[config.mk]
export PLATFORM = sky130hd
export DESIGN_NAME = weight_buf_loader_flat
export DESIGN_NICKNAME = d
export VERILOG_FILES = /design/src/rtl/weight_buf_loader_if.sv /design/src/rtl/weight_buf_loader.sv /design/src/flat_wrapper.sv
export SDC_FILE = /design/constraint.sdc
export NUM_CORES = 1
export LEC_CHECK = 0
export ABC_AREA = 1
export ABC_CLOCK_PERIOD_IN_PS = 2600
export BUFFER_PORTS_ARGS = -buffer_cell sky130_fd_sc_hd__buf_2
export CORE_MARGIN = 3
export CORE_UTILIZATION = 42
export CTS_CLUSTER_SIZE = 24
export DETAILED_ROUTE_END_ITERATION = 12
export PLACE_DENSITY_LB_ADDON = 0.08
export REMOVE_ABC_BUFFERS = 1
export SYNTH_ARGS = -nofsm -noshare
export SYNTH_HDL_FRONTEND = slang
export SYNTH_SLANG_ARGS = --single-unit
[constraint.sdc]
create_clock -name clk -period 2.6 [get_ports clk]
set_input_delay 0.52 -clock clk [delete_from_list [all_inputs] [get_ports clk]]
set_output_delay 0.52 -clock clk [all_outputs]
set_load 0.02 [all_outputs]
[src/rtl/weight_buf_loader_if.sv]
// Control, weight-stream and bank-write signals of the weight buffer loader.
// master drives the start/stream side; slave is the loader itself.
interface weight_buf_loader_if #(
    parameter int unsigned ADDR_WIDTH   = 10,
    parameter int unsigned KERNEL_WIDTH = 72
);
    logic                    i_start;
    logic                    i_abort;
    logic [ADDR_WIDTH-1:0]   i_base_addr;
    logic [ADDR_WIDTH:0]     i_num_groups;
    logic                    s_valid;
    logic [31:0]             s_data;
    logic                    s_ready;
    logic                    o_we;
    logic [ADDR_WIDTH-1:0]   o_addr;
    logic [KERNEL_WIDTH-1:0] o_wdata0;
    logic [KERNEL_WIDTH-1:0] o_wdata1;
    logic [KERNEL_WIDTH-1:0] o_wdata2;
    logic [KERNEL_WIDTH-1:0] o_wdata3;
    logic                    o_busy;
    logic                    o_done;

    modport master (
        output i_start, i_abort, i_base_addr, i_num_groups, s_valid, s_data,
        input  s_ready, o_we, o_addr, o_wdata0, o_wdata1, o_wdata2, o_wdata3, o_busy, o_done
    );

    modport slave (
        input  i_start, i_abort, i_base_addr, i_num_groups, s_valid, s_data,
        output s_ready, o_we, o_addr, o_wdata0, o_wdata1, o_wdata2, o_wdata3, o_busy, o_done
    );
endinterface

[src/rtl/weight_buf_loader.sv]
// Packs a 32-bit weight stream into four 72-bit kernels and writes them to one address
// of all four kernel banks per 9 stream words.
module weight_buf_loader #(
    parameter int unsigned ADDR_WIDTH   = 10,
    parameter int unsigned KERNEL_WIDTH = 72
) (
    input  logic                clk,
    input  logic                rstn,
    weight_buf_loader_if.slave  bus
);
    localparam int unsigned PackWidth = 4 * KERNEL_WIDTH;
    localparam logic [3:0]  LastWord  = 4'd8;

    typedef enum logic [1:0] {StIdle, StFill, StWrite, StDone} state_e;

    state_e                 state_q, state_d;
    logic [ADDR_WIDTH-1:0]  base_q, base_d;
    logic [ADDR_WIDTH:0]    num_q, num_d;
    logic [3:0]             word_cnt_q, word_cnt_d;
    logic [ADDR_WIDTH:0]    grp_cnt_q, grp_cnt_d;
    logic [PackWidth-1:0]   pack_q, pack_d;
    logic [ADDR_WIDTH-1:0]  addr_q, addr_d;
    logic [PackWidth-1:0]   wdata_q, wdata_d;

    always_comb begin
        state_d    = state_q;
        base_d     = base_q;
        num_d      = num_q;
        word_cnt_d = word_cnt_q;
        grp_cnt_d  = grp_cnt_q;
        pack_d     = pack_q;
        addr_d     = addr_q;
        wdata_d    = wdata_q;

        unique case (state_q)
            StIdle: begin
                if (bus.i_start && !bus.i_abort) begin
                    base_d     = bus.i_base_addr;
                    num_d      = bus.i_num_groups;
                    word_cnt_d = '0;
                    grp_cnt_d  = '0;
                    state_d    = (bus.i_num_groups == '0) ? StDone : StFill;
                end
            end
            StFill: begin
                if (bus.i_abort) begin
                    state_d    = StIdle;
                    word_cnt_d = '0;
                    pack_d     = '0;
                end else if (bus.s_valid) begin
                    pack_d[32*word_cnt_q +: 32] = bus.s_data;
                    word_cnt_d = word_cnt_q + 4'd1;
                    if (word_cnt_q == LastWord) begin
                        // Output registers are loaded here so they stay stable while the
                        // next group refills pack.
                        state_d = StWrite;
                        addr_d  = base_q + grp_cnt_q[ADDR_WIDTH-1:0];
                        wdata_d = pack_d;
                    end
                end
            end
            StWrite: begin
                if (bus.i_abort) begin
                    state_d = StIdle;
                end else if (grp_cnt_q == num_q - 1'b1) begin
                    state_d = StDone;
                end else begin
                    state_d    = StFill;
                    grp_cnt_d  = grp_cnt_q + 1'b1;
                    word_cnt_d = '0;
                end
            end
            StDone: begin
                state_d = StIdle;
            end
            default: begin
                state_d = StIdle;
            end
        endcase
    end

    always_ff @(posedge clk or negedge rstn) begin
        if (!rstn) begin
            state_q    <= StIdle;
            base_q     <= '0;
            num_q      <= '0;
            word_cnt_q <= '0;
            grp_cnt_q  <= '0;
            pack_q     <= '0;
            addr_q     <= '0;
            wdata_q    <= '0;
        end else begin
            state_q    <= state_d;
            base_q     <= base_d;
            num_q      <= num_d;
            word_cnt_q <= word_cnt_d;
            grp_cnt_q  <= grp_cnt_d;
            pack_q     <= pack_d;
            addr_q     <= addr_d;
            wdata_q    <= wdata_d;
        end
    end

    assign bus.s_ready  = (state_q == StFill);
    assign bus.o_we     = (state_q == StWrite);
    assign bus.o_busy   = (state_q != StIdle);
    assign bus.o_done   = (state_q == StDone);
    assign bus.o_addr   = addr_q;
    assign bus.o_wdata0 = wdata_q[0*KERNEL_WIDTH +: KERNEL_WIDTH];
    assign bus.o_wdata1 = wdata_q[1*KERNEL_WIDTH +: KERNEL_WIDTH];
    assign bus.o_wdata2 = wdata_q[2*KERNEL_WIDTH +: KERNEL_WIDTH];
    assign bus.o_wdata3 = wdata_q[3*KERNEL_WIDTH +: KERNEL_WIDTH];
endmodule

[src/flat_wrapper.sv]
// flat-port wrapper written by rule: the top's interface ports become plain ports
module weight_buf_loader_flat 
#(
    parameter int unsigned ADDR_WIDTH   = 10,
    parameter int unsigned KERNEL_WIDTH = 72
)
  (clk, rstn, bus_i_start, bus_i_abort, bus_i_base_addr, bus_i_num_groups, bus_s_valid, bus_s_data, bus_s_ready, bus_o_we, bus_o_addr, bus_o_wdata0, bus_o_wdata1, bus_o_wdata2, bus_o_wdata3, bus_o_busy, bus_o_done);
  weight_buf_loader_if #(.ADDR_WIDTH(ADDR_WIDTH), .KERNEL_WIDTH(KERNEL_WIDTH)) bus_i ();
  input  logic clk;
  input  logic rstn;
  input wire logic [$bits(bus_i.i_start)-1:0] bus_i_start;
  input wire logic [$bits(bus_i.i_abort)-1:0] bus_i_abort;
  input wire logic [$bits(bus_i.i_base_addr)-1:0] bus_i_base_addr;
  input wire logic [$bits(bus_i.i_num_groups)-1:0] bus_i_num_groups;
  input wire logic [$bits(bus_i.s_valid)-1:0] bus_s_valid;
  input wire logic [$bits(bus_i.s_data)-1:0] bus_s_data;
  output wire logic [$bits(bus_i.s_ready)-1:0] bus_s_ready;
  output wire logic [$bits(bus_i.o_we)-1:0] bus_o_we;
  output wire logic [$bits(bus_i.o_addr)-1:0] bus_o_addr;
  output wire logic [$bits(bus_i.o_wdata0)-1:0] bus_o_wdata0;
  output wire logic [$bits(bus_i.o_wdata1)-1:0] bus_o_wdata1;
  output wire logic [$bits(bus_i.o_wdata2)-1:0] bus_o_wdata2;
  output wire logic [$bits(bus_i.o_wdata3)-1:0] bus_o_wdata3;
  output wire logic [$bits(bus_i.o_busy)-1:0] bus_o_busy;
  output wire logic [$bits(bus_i.o_done)-1:0] bus_o_done;
  assign bus_i.i_start = bus_i_start;
  assign bus_i.i_abort = bus_i_abort;
  assign bus_i.i_base_addr = bus_i_base_addr;
  assign bus_i.i_num_groups = bus_i_num_groups;
  assign bus_i.s_valid = bus_s_valid;
  assign bus_i.s_data = bus_s_data;
  assign bus_s_ready = bus_i.s_ready;
  assign bus_o_we = bus_i.o_we;
  assign bus_o_addr = bus_i.o_addr;
  assign bus_o_wdata0 = bus_i.o_wdata0;
  assign bus_o_wdata1 = bus_i.o_wdata1;
  assign bus_o_wdata2 = bus_i.o_wdata2;
  assign bus_o_wdata3 = bus_i.o_wdata3;
  assign bus_o_busy = bus_i.o_busy;
  assign bus_o_done = bus_i.o_done;
  weight_buf_loader #(.ADDR_WIDTH(ADDR_WIDTH), .KERNEL_WIDTH(KERNEL_WIDTH)) u_core (.clk(clk), .rstn(rstn), .bus(bus_i));
endmodule
==> run_results.csv <==
group,metric,value,unit
global_routing,grt_max_degree,188,
global_routing,antenna_found_initial,2,
sta,max_freq,422.6,MHz
routing,drtIter0Drc,2223,
worst_hold_path,hp-start,"bus_i_base_addr[5]",
worst_hold_path,min_to,"u_core.base_q[5]$_DFFE_PN0P_",
critical_path,critPathRequiredTime,3040,ps
power,power.clock.fraction,0.384,
cells_and_area,area_growth_syn_to_layout,20.05,%
power,combPwrFrac,0.225,
cells_and_area,final_core_util,0.5117,
power,p_sw,8.870,mW
critical_path,worstSetupPathType,"reg2reg",
cells_and_area,final_cells,4420,
routing,wl_per_cell,19.59,um
floorplanning,die_y,262.2,um
cts,cts_inserted_buffers,72,
logic_synthesis,ys.flop_type,"dfrtp_1",
cells_and_area,nets,3584,
logic_synthesis,synthCells,3212,
flow_run,maxCapViolCount,0,
power,power.density,808.8,nW/um^2
logic_synthesis,async_reset_ff_frac,1.000,
logic_synthesis,avgSynthCellArea,8.585,sq um
critical_path,reg2reg_to,"u_core.pack_q[267]$_DFFE_PN0P_",
global_routing,grt_overflow,0,
global_routing,grt_pass1_vias,23130,
sta,finalSetupViolCount,0,
sta,slew_headroom,0.2551,
routing,vias_per_cell,5.386,
critical_path,ff2ff_setup_slack,230,ps
critical_path,reg2regPathDepth,9,
floorplanning,die_w,262.2,um
power,p_leak,15.59,nW
logic_synthesis,yosys_warnings,0,
cells_and_area,drive_above_1_share,0.1717,
logic_synthesis,synth_top_area_frac,0.5663,
floorplanning,start_util,0.4262,
worst_hold_path,hp-class,"in2reg",
cts,htreeDepth,3,
logic_synthesis,synth_edf_count,0,
cts,cts.clk_slew.worst_paths,60,ps
worst_hold_path,hold_depth,2,
power,vdd_drop_max,674.6,uV
routing,vias,23800,
power,internal_power,17.91,mW
place,dp_hpwl,55260,um
logic_synthesis,ys_types,37,
routing,drc,0,
place,dp_cells,4285,
sta,post-route-min-period,2366,ps
sta,clock_skew,16.20,ps
floorplanning,rows,93,
critical_path,reg2reg_from,"u_core.word_cnt_q[1]$_DFFE_PN0P_",
logic_synthesis,seq_area_frac_synth,0.5663,
floorplanning,die-area,68760,sq um
logic_synthesis,netlist_top_cells_area,"dfrtp_1 57%, o21ai_0 13%, nand2_1 9.3%, inv_1 3.2%, nor2_1 2.9%",
place,place_congestion,0.8487,
sta,slew_violations,0,
global_routing,grt_use_total,0.2469,
critical_path,start_kind,"flop",
power,p_seq_frac,0.391,
place,numPortBuffers,359,
logic_synthesis,yosys-top-cells-count,"709 x o21ai_0, 681 x nand2_1, 624 x dfrtp_1",
logic_synthesis,synthesis.area,27580,sq um
sta,worstMarginPinSlew,1117,ps
routing,routed_wl,86590,um
routing,ant_nets,0,
floorplanning,core,64700,sq um
critical_path,cp_max_fo,40,
power,netSwitchingFraction,0.3313,
floorplanning,io_pins,360,
global_routing,grt_pass1_wl,136000,um
cts,clock_sink_count,624,
critical_path,cp.arrival,2810,ps
logic_synthesis,ys_seq_elements,624,
sta,hold_viol,0,
critical_path,cp-end-kind,"flop",
logic_synthesis,synth_top_cell_by_area,"dfrtp_1",
status,outcome,"finished clean",
cts,cts_root_buf,"clkbuf_16",
cts,clockBufferDepth,3,
cts,clock_latency,610,ps
sta,rsz0062_at_grt,"no",
routing,drt_first_pass_iters,5,
cts,cts_tree,"yes",
sta,finalCritPeriodShare,0.9100,
logic_synthesis,yosysMostFrequentCell,"o21ai_0",
[per-stage QoR]
stage	hold slack, ps	total power [mW]	setup WS, ps	setup TNS, ps	instance area (sq um)
3_3_place_gp	461.5	16.57	187.2	0	30600
3_5_place_dp	465.5	16.66	118.4	0	30600
6_report	143.5	26.77	233.9	0	33100
2_1_floorplan	224.4	13.82	-7166	-3079190	26570
4_1_cts	111.8	27.05	124.2	0	33020
5_1_grt	123.8	28.13	24.70	0	33100
[timing repair]
item | 4_1_cts | 5_1_grt
resized for setup | 0 | 2
buffers inserted | 0 | 5
hold buffers | 1 | 0
hold endpoints to repair | 42 | 0
setup endpoints to repair | 0 | 65
[flip-flops by register name, summed over array words and instances (netlist names)]
| signal | count |
|---|---|
| u_core.state_q | 2 |
| u_core.base_q | 10 |
| u_core.word_cnt_q | 4 |
| u_core.num_q | 11 |
| u_core.grp_cnt_q | 11 |
| u_core.bus.o_addr | 10 |
| u_core.pack_q | 288 |
| u_core.wdata_q | 288 |
[worst max path at each step]
stage	start	endpoint	slack, ps
after floorplan	bus_s_valid	u_core.pack_q[0]$_DFFE_PN0P_	-7170
after global placement	u_core.num_q[0]$_DFFE_PN0P_	u_core.grp_cnt_q[9]$_DFFE_PN0P_	190
after detailed placement	u_core.num_q[0]$_DFFE_PN0P_	u_core.grp_cnt_q[8]$_DFFE_PN0P_	120
after CTS	u_core.num_q[0]$_DFFE_PN0P_	u_core.grp_cnt_q[8]$_DFFE_PN0P_	120
after global routing	u_core.word_cnt_q[1]$_DFFE_PN0P_	u_core.wdata_q[63]$_DFFE_PN0P_	20
final	u_core.word_cnt_q[1]$_DFFE_PN0P_	u_core.pack_q[267]$_DFFE_PN0P_	230
[cell usage in the layout (no fill, tap or decap), types with 2 or more instances in the layout]
cell type,netlist,final
o21ai_0,709,709
nand2_1,681,681
dfrtp_1,624,623
buf_2,90,358
inv_1,238,238
nor2_1,210,208
o21ai_1,115,114
a21oi_1,106,106
o22ai_1,99,99
clkbuf_16,0,74
buf_4,0,56
nand3_1,50,50
buf_12,0,36
a31oi_1,33,33
nand4_1,22,22
clkbuf_8,0,19
nor2_4,10,16
xor2_1,15,15
ha_1,14,13
clkbuf_1,121,12
mux2_2,9,9
clkinv_2,0,9
xnor2_1,8,8
nor3_1,8,8
inv_2,10,7
clkinv_8,0,4
bufinv_16,0,4
nor4_1,3,3
clkinvlp_4,0,3
inv_8,0,2
nor3_2,2,2
nand3_2,2,2
or2_2,2,2
inv_6,0,2
[logic make-up (layout without fill, tap and decap cells)]
| family | count (synthesis) | after routing | share of synthesized area |
|---|---|---|---|
| DFF | 624 | 624 | 0.5663 |
| adders and majority gates | 15 | 15 | 0.007078 |
| muxes | 9 | 9 | 0.003675 |
| other | 0 | 1 | 0 |
| and+or+nand+nor | 998 | 998 | 0.1454 |
| xor gates and xnor gates | 23 | 23 | 0.007305 |
| AOI/OAI and AO/OA | 1066 | 1066 | 0.1999 |
| buffers and inverters | 477 | 829 | 0.07038 |
[power groups by stage]
stage          registers (mW)  clock network (mW)  logic, mW
2_1_floorplan            10.7                   0       3.16
3_3_place_gp             10.6                   0       5.95
3_5_place_dp             10.6                   0       6.02
4_1_cts                  10.5                10.5       6.04
5_1_grt                  10.5                11.0       6.65
6_report                 10.5                10.3       6.03
[critical path, stage by stage (launching register included)]
cell	delay (ps)
dfrtp_1	390
inv_1	80
ha_2	190
xnor2_1	350
nor2_1	120
o21ai_1	260
nor2_4	90
buf_12	180
o21ai_0	380
o21ai_0	130
[routing by layer]
metal / vias to the layer above / routed length, um / GRT usage
li1: 11280 / - / -
met1: 11660 / 39340 / 0.3523
met2: 730 / 39780 / 0.3822
met3: 133 / 5266 / 0.04924
met4: 2 / 2195 / 0.07372
met5: - / 13 / 0
[layout make-up]
type                       count  area (sq um)
antenna                        1         2.502
clock buffer                 104          2133
clock inverter                23         279.0
fill                        6195         31590
inverter                     249         952.2
multi-input combinational   2111         10070
sequential                   624         15620
tap                          855          1070
timing repair buffer         453          2983
(Power assumes the default switching activity.)
